### config.mk
export PLATFORM = sky130hd
export DESIGN_NAME = action_input_ctrl
export DESIGN_NICKNAME = d
export VERILOG_FILES = /design/src/rtl/petris_input_pkg.sv /design/src/rtl/btn_debounce.sv /design/src/rtl/action_input_ctrl.sv
export SDC_FILE = /design/constraint.sdc
export NUM_CORES = 1
export LEC_CHECK = 0
export CORE_MARGIN = 1
export CORE_UTILIZATION = 30
export CTS_CLUSTER_SIZE = 25
export DETAILED_ROUTE_END_ITERATION = 12
export GPL_ROUTABILITY_DRIVEN = 0
export GPL_TIMING_DRIVEN = 0
export PLACE_DENSITY = 0.48
export REMOVE_ABC_BUFFERS = 1
export SKIP_CTS_REPAIR_TIMING = 1
export SLEW_MARGIN = 20
export SYNTH_ARGS = -nofsm -noshare
export SYNTH_HDL_FRONTEND = slang
export SYNTH_SLANG_ARGS = --single-unit
export TNS_END_PERCENT = 50
### constraint.sdc
create_clock -name clock -period 2.85 [get_ports clock]
set_input_delay 0.57 -clock clock [delete_from_list [all_inputs] [get_ports clock]]
set_output_delay 0.57 -clock clock [all_outputs]
set_load 0.05 [all_outputs]
### src/rtl/petris_input_pkg.sv
// petris_input_pkg: shared action bit indices, width and auto-repeat FSM states.
package petris_input_pkg;
    localparam int ACT_RIGHT = 0;
    localparam int ACT_LEFT = 1;
    localparam int ACT_W = 2;
    typedef enum logic [1:0] {IDLE, DAS, REPEAT} rpt_state_t;
endpackage

### src/rtl/btn_debounce.sv
// btn_debounce: 2-flop synchroniser plus debouncer; level flips after DEBOUNCE_CYCLES stable differing cycles.
module btn_debounce #(
    parameter int DEBOUNCE_CYCLES = 250000
) (
    input  logic clock,
    input  logic reset,
    input  logic btn,
    output logic level
);
    localparam int CW = $clog2(DEBOUNCE_CYCLES + 1);
    logic [1:0] sync;
    logic [CW-1:0] cnt;
    always_ff @(posedge clock or posedge reset) begin
        if (reset) begin
            sync <= '0;
            cnt <= '0;
            level <= 1'b0;
        end else begin
            sync <= {sync[0], btn};
            if (sync[1] == level) begin
                cnt <= '0;
            end else if (cnt == CW'(DEBOUNCE_CYCLES - 1)) begin
                level <= sync[1];
                cnt <= '0;
            end else begin
                cnt <= cnt + 1'b1;
            end
        end
    end
endmodule

### src/rtl/action_input_ctrl.sv
// action_input_ctrl: debounced left/right buttons to frame-aligned action pulses with DAS/ARR.
// ACTION_AUTOREPEAT_EN enables auto-repeat; otherwise one action per press.
module action_input_ctrl
    import petris_input_pkg::*;
#(
    parameter int DEBOUNCE_CYCLES = 250000,
    parameter int DAS_FRAMES = 16,
    parameter int ARR_FRAMES = 6
) (
    input  logic             clock,
    input  logic             reset,
    input  logic             btn_right,
    input  logic             btn_left,
    input  logic             vsync,
    output logic [ACT_W-1:0] actions,
    output logic             action_strobe
);
`ifdef ACTION_AUTOREPEAT_EN
    localparam bit AUTO_RPT = 1'b1;
`else
    localparam bit AUTO_RPT = 1'b0;
`endif
    localparam int MAX_F = (DAS_FRAMES > ARR_FRAMES) ? DAS_FRAMES : ARR_FRAMES;
    localparam int CNT_W = $clog2(MAX_F);

    logic [ACT_W-1:0] level;
    logic [ACT_W-1:0] held;
    logic [ACT_W-1:0] emit;
    logic vsync_q;
    logic tick;
    logic lockout;

    btn_debounce #(.DEBOUNCE_CYCLES(DEBOUNCE_CYCLES)) u_right (
        .clock(clock),
        .reset(reset),
        .btn(btn_right),
        .level(level[ACT_RIGHT])
    );

    btn_debounce #(.DEBOUNCE_CYCLES(DEBOUNCE_CYCLES)) u_left (
        .clock(clock),
        .reset(reset),
        .btn(btn_left),
        .level(level[ACT_LEFT])
    );

    always_comb begin
        tick = vsync & ~vsync_q;
        held = level & {ACT_W{~lockout}};
    end

    for (genvar d = 0; d < ACT_W; d++) begin : g_dir
        rpt_state_t state;
        rpt_state_t state_n;
        logic [CNT_W-1:0] cnt;
        logic [CNT_W-1:0] cnt_n;
        logic e;
        always_ff @(posedge clock or posedge reset) begin
            if (reset) begin
                state <= IDLE;
                cnt <= '0;
            end else if (tick) begin
                state <= state_n;
                cnt <= cnt_n;
            end
        end
        // Without auto-repeat the FSM parks in DAS with cnt frozen until release.
        always_comb begin
            state_n = state;
            cnt_n = cnt;
            if (!held[d]) begin
                state_n = IDLE;
                cnt_n = '0;
            end else if (state == IDLE) begin
                state_n = DAS;
                cnt_n = '0;
            end else if (AUTO_RPT && state == DAS) begin
                state_n = (cnt == CNT_W'(DAS_FRAMES - 1)) ? REPEAT : DAS;
                cnt_n = (cnt == CNT_W'(DAS_FRAMES - 1)) ? '0 : cnt + 1'b1;
            end else if (AUTO_RPT && state == REPEAT) begin
                cnt_n = (cnt == CNT_W'(ARR_FRAMES - 1)) ? '0 : cnt + 1'b1;
            end
        end
        always_comb begin
            e = held[d] & ((state == IDLE)
                | (AUTO_RPT & (state == DAS) & (cnt == CNT_W'(DAS_FRAMES - 1)))
                | (AUTO_RPT & (state == REPEAT) & (cnt == CNT_W'(ARR_FRAMES - 1))));
        end
        assign emit[d] = e;
    end

    always_ff @(posedge clock or posedge reset) begin
        if (reset) begin
            vsync_q <= 1'b1;
            lockout <= 1'b0;
            actions <= '0;
            action_strobe <= 1'b0;
        end else begin
            vsync_q <= vsync;
            lockout <= (&level) ? 1'b1 : (~|level) ? 1'b0 : lockout;
            action_strobe <= tick & (|emit);
            if (tick) actions <= emit;
        end
    end
endmodule

==> flow_summary.yaml <==
global_routing:
  grt_max_degree: 34
  met1_usage: 0.154
  grt_first_pass_wirelength_um: 7550
  use_met2: 0.173
  top_usage_layer: "met2"
  grt_pass1_vias: 1539
  gr-usage-all-layers: 0.115
  grt_antenna_before_repair: 0
  overflow: 0
  globalRouteMet3Util: 0.0335
drt:
  wl_per_cell_um: 12.6
  ant_nets: 0
  route.vias.total: 1573
  first_pass_iters: 4
  vias_per_cell: 4.68
  wl_um: 4250
  drt_iter0_drc: 73
  route.detailed.drc: 0
clocking:
  clk_pin_slew_ps: 90
  cts_root_buf: "clkbuf_8"
  clock_latency_ps: 300
  clk_path_buf_depth: 2
  cts_tree: "yes"
  htreeDepth: 2
  cts_buffers: 5
  numClockSinks: 49
sta:
  period_needed_ps: 2030
  rsz0062_at_grt: "no"
  setup_violations: 0
  tightest_slew_ps: 705
  fin_skew_ps: 5.33
  finalHoldViolCount: 0
  fmax_mhz: 492
  period_share: 0.713
  slew_violations: 0
  fin_setup_tns_ps: 0
  slew-limit-headroom: 0.528
worst_setup_path:
  critPathMaxFanout: 2
  critPathCaptureType: "output pin"
  rr_worst_depth: 5
  startpoint: "actions[1]$_DFFE_PP0P_"
  arrival_ps: 1460
  critPathTopFamily: "buffers and inverters"
  crit_cells: 1
  crit_slowest_cell: "clkdlybuf4s50_1"
  worstSetupEndpoint: "actions[1]"
  critPathKind: "reg2out"
  crit_required_ps: 2280
  r2r_end: "u_left.cnt[3]$_DFF_PP0_"
  rrSetupSlack_ps: 820
  slowest_delay_ps: 800
  crit_chain: "clkdlybuf4s50_1"
  path_buf_inv: 1
  start_kind: "flip-flop"
  r2r-start: "u_left.cnt[0]$_DFF_PP0_"
pwr:
  power_frac_seq: 0.527
  ir_worst_vdd_mv: 0.224
  p_comb_frac: 0.038
  clkPwrFrac: 0.435
  p_leak_nw: 1.08
  intPower_mw: 1.07
  power.density_nw_per_um2: 502
  p_sw_frac: 0.210
  p_sw_uw: 285
synth:
  avgSynthCellArea_sq_um: 10.7
  yosys-top-cells-area: "dfrtp_1, xnor2_1, nor2_1, xor2_1, nand4_1"
  synth_common_cells: "dfrtp_1, nor2_1, xnor2_1"
  synth_cell_type_count: 42
  synth_top_area_frac: 0.504
  synthCells: 223
  synth.most_common_cell: "dfrtp_1"
  synthFlopType: "dfrtp_1"
  synth_edf_count: 0
  synth_warnings: 0
  synthArstFlopShare: 1.00
  ys_seq_area_frac: 0.515
  yosysTopAreaCell: "dfrtp_1"
  netlist_area_sq_um: 2380
  ys_seq_elements: 49
die:
  coreArea_sq_um: 7690
  num_rows: 32
  initial_core_util: 0.310
  die_w_um: 91.1
  die_h_um: 91.1
  dieArea_sq_um: 8310
  ios: 8
final_layout:
  fill_cells: 807
  syn2layout_area_growth_pct: 13.6
  regArea_sq_um: 1230
  drive_gt1_frac: 0.128
  fin_area_sq_um: 2710
  multi_input_comb_area_sq_um: 1090
  diodes: 0
  fin_nets: 241
placed_design:
  portBuffers: 7
  dpl-instance-area_sq_um: 2570
  dp_hpwl_um: 2900
min_path:
  hold_class: "reg2reg"
status:
  outcome: "completed"
flow_run:
  maxCapViolations: 0
[how the worst min path moves through the flow]
stage                              startpoint                   endpoint  slack (ps)  cells past startpoint
finish              u_right.sync[0]$_DFF_PP0_  u_right.sync[1]$_DFF_PP0_         360                      0
global route        u_right.sync[0]$_DFF_PP0_  u_right.sync[1]$_DFF_PP0_         380                      0
CTS                 u_right.sync[0]$_DFF_PP0_  u_right.sync[1]$_DFF_PP0_         370                      0
detailed placement  u_right.sync[0]$_DFF_PP0_  u_right.sync[1]$_DFF_PP0_         340                      0
global placement    u_right.sync[0]$_DFF_PP0_  u_right.sync[1]$_DFF_PP0_         330                      0
floorplan            u_left.sync[0]$_DFF_PP0_   u_left.sync[1]$_DFF_PP0_         330                      0
[area by class of cell]
class | instances | area share
inverter | 6 | 0.00832
tap | 102 | 0.0471
timing repair buffer | 9 | 0.0388
clock buffer | 5 | 0.0254
multi-input combinational | 162 | 0.403
clock inverter | 3 | 0.0240
sequential | 49 | 0.453
[logic make-up (layout without fill, tap and decap cells)]
kind of cell	count (synthesis)	in the layout	share of synthesized area
and+or+nand+nor	113	113	0.269
DFF	49	49	0.515
xor gates and xnor gates	32	32	0.118
buffers and inverters	12	23	0.0289
AOI/OAI and AO/OA	10	10	0.0352
muxes	4	4	0.0184
adders and majority gates	3	3	0.0157
[through the flow]
stage	total power [mW]	setup WS (ps)	hold WS (ps)	cells	util
2_1_floorplan	0.760	869	331	217	-
3_3_place_gp	0.778	61.1	334	326	0.330
3_5_place_dp	0.784	812	339	328	0.335
4_1_cts	1.38	790	366	336	0.352
5_1_grt	1.41	685	378	336	0.352
6_report	1.36	817	362	336	0.352
[sequential cells by signal, indices dropped and copies added (netlist names)]
name and flops:
u_left.cnt 18, u_right.sync 2, g_dir.state 2, actions 2, lockout 1, action_strobe 1, vsync_q 1, u_right.level 1
u_left.sync 2, u_left.level 1, u_right.cnt 18
[metal layers]
| layer | up-vias | part of all wire |
|---|---|---|
| met5 | - | 0 |
| met4 | 0 | 0.018 |
| met3 | 7 | 0.026 |
| met2 | 19 | 0.45 |
| met1 | 752 | 0.51 |
| li1 | 795 | - |
[power groups by stage]
stage               Clock [mW]  Sequential [mW]  Combinational [mW]
finish                   0.591            0.716              0.0517
CTS                      0.613            0.716              0.0547
detailed placement           0            0.729              0.0546
floorplan                    0            0.727              0.0327
global placement             0            0.729              0.0484
global route             0.634            0.718              0.0603
[cells in the final DEF (no fill, tap or decap), types with 4 or more instances in the layout]
master and count:
dfrtp_1 48, nor4_1 12, nand3_1 10, xnor2_1 21, nor2_2 10, nand2_1 12, and4_1 4, xor2_1 11
clkdlybuf4s50_1 7, nor2_1 29, nand4_1 13, clkbuf_8 5, inv_1 5, nor3_1 6
No activity file was read; power rests on OpenSTA's default activity.
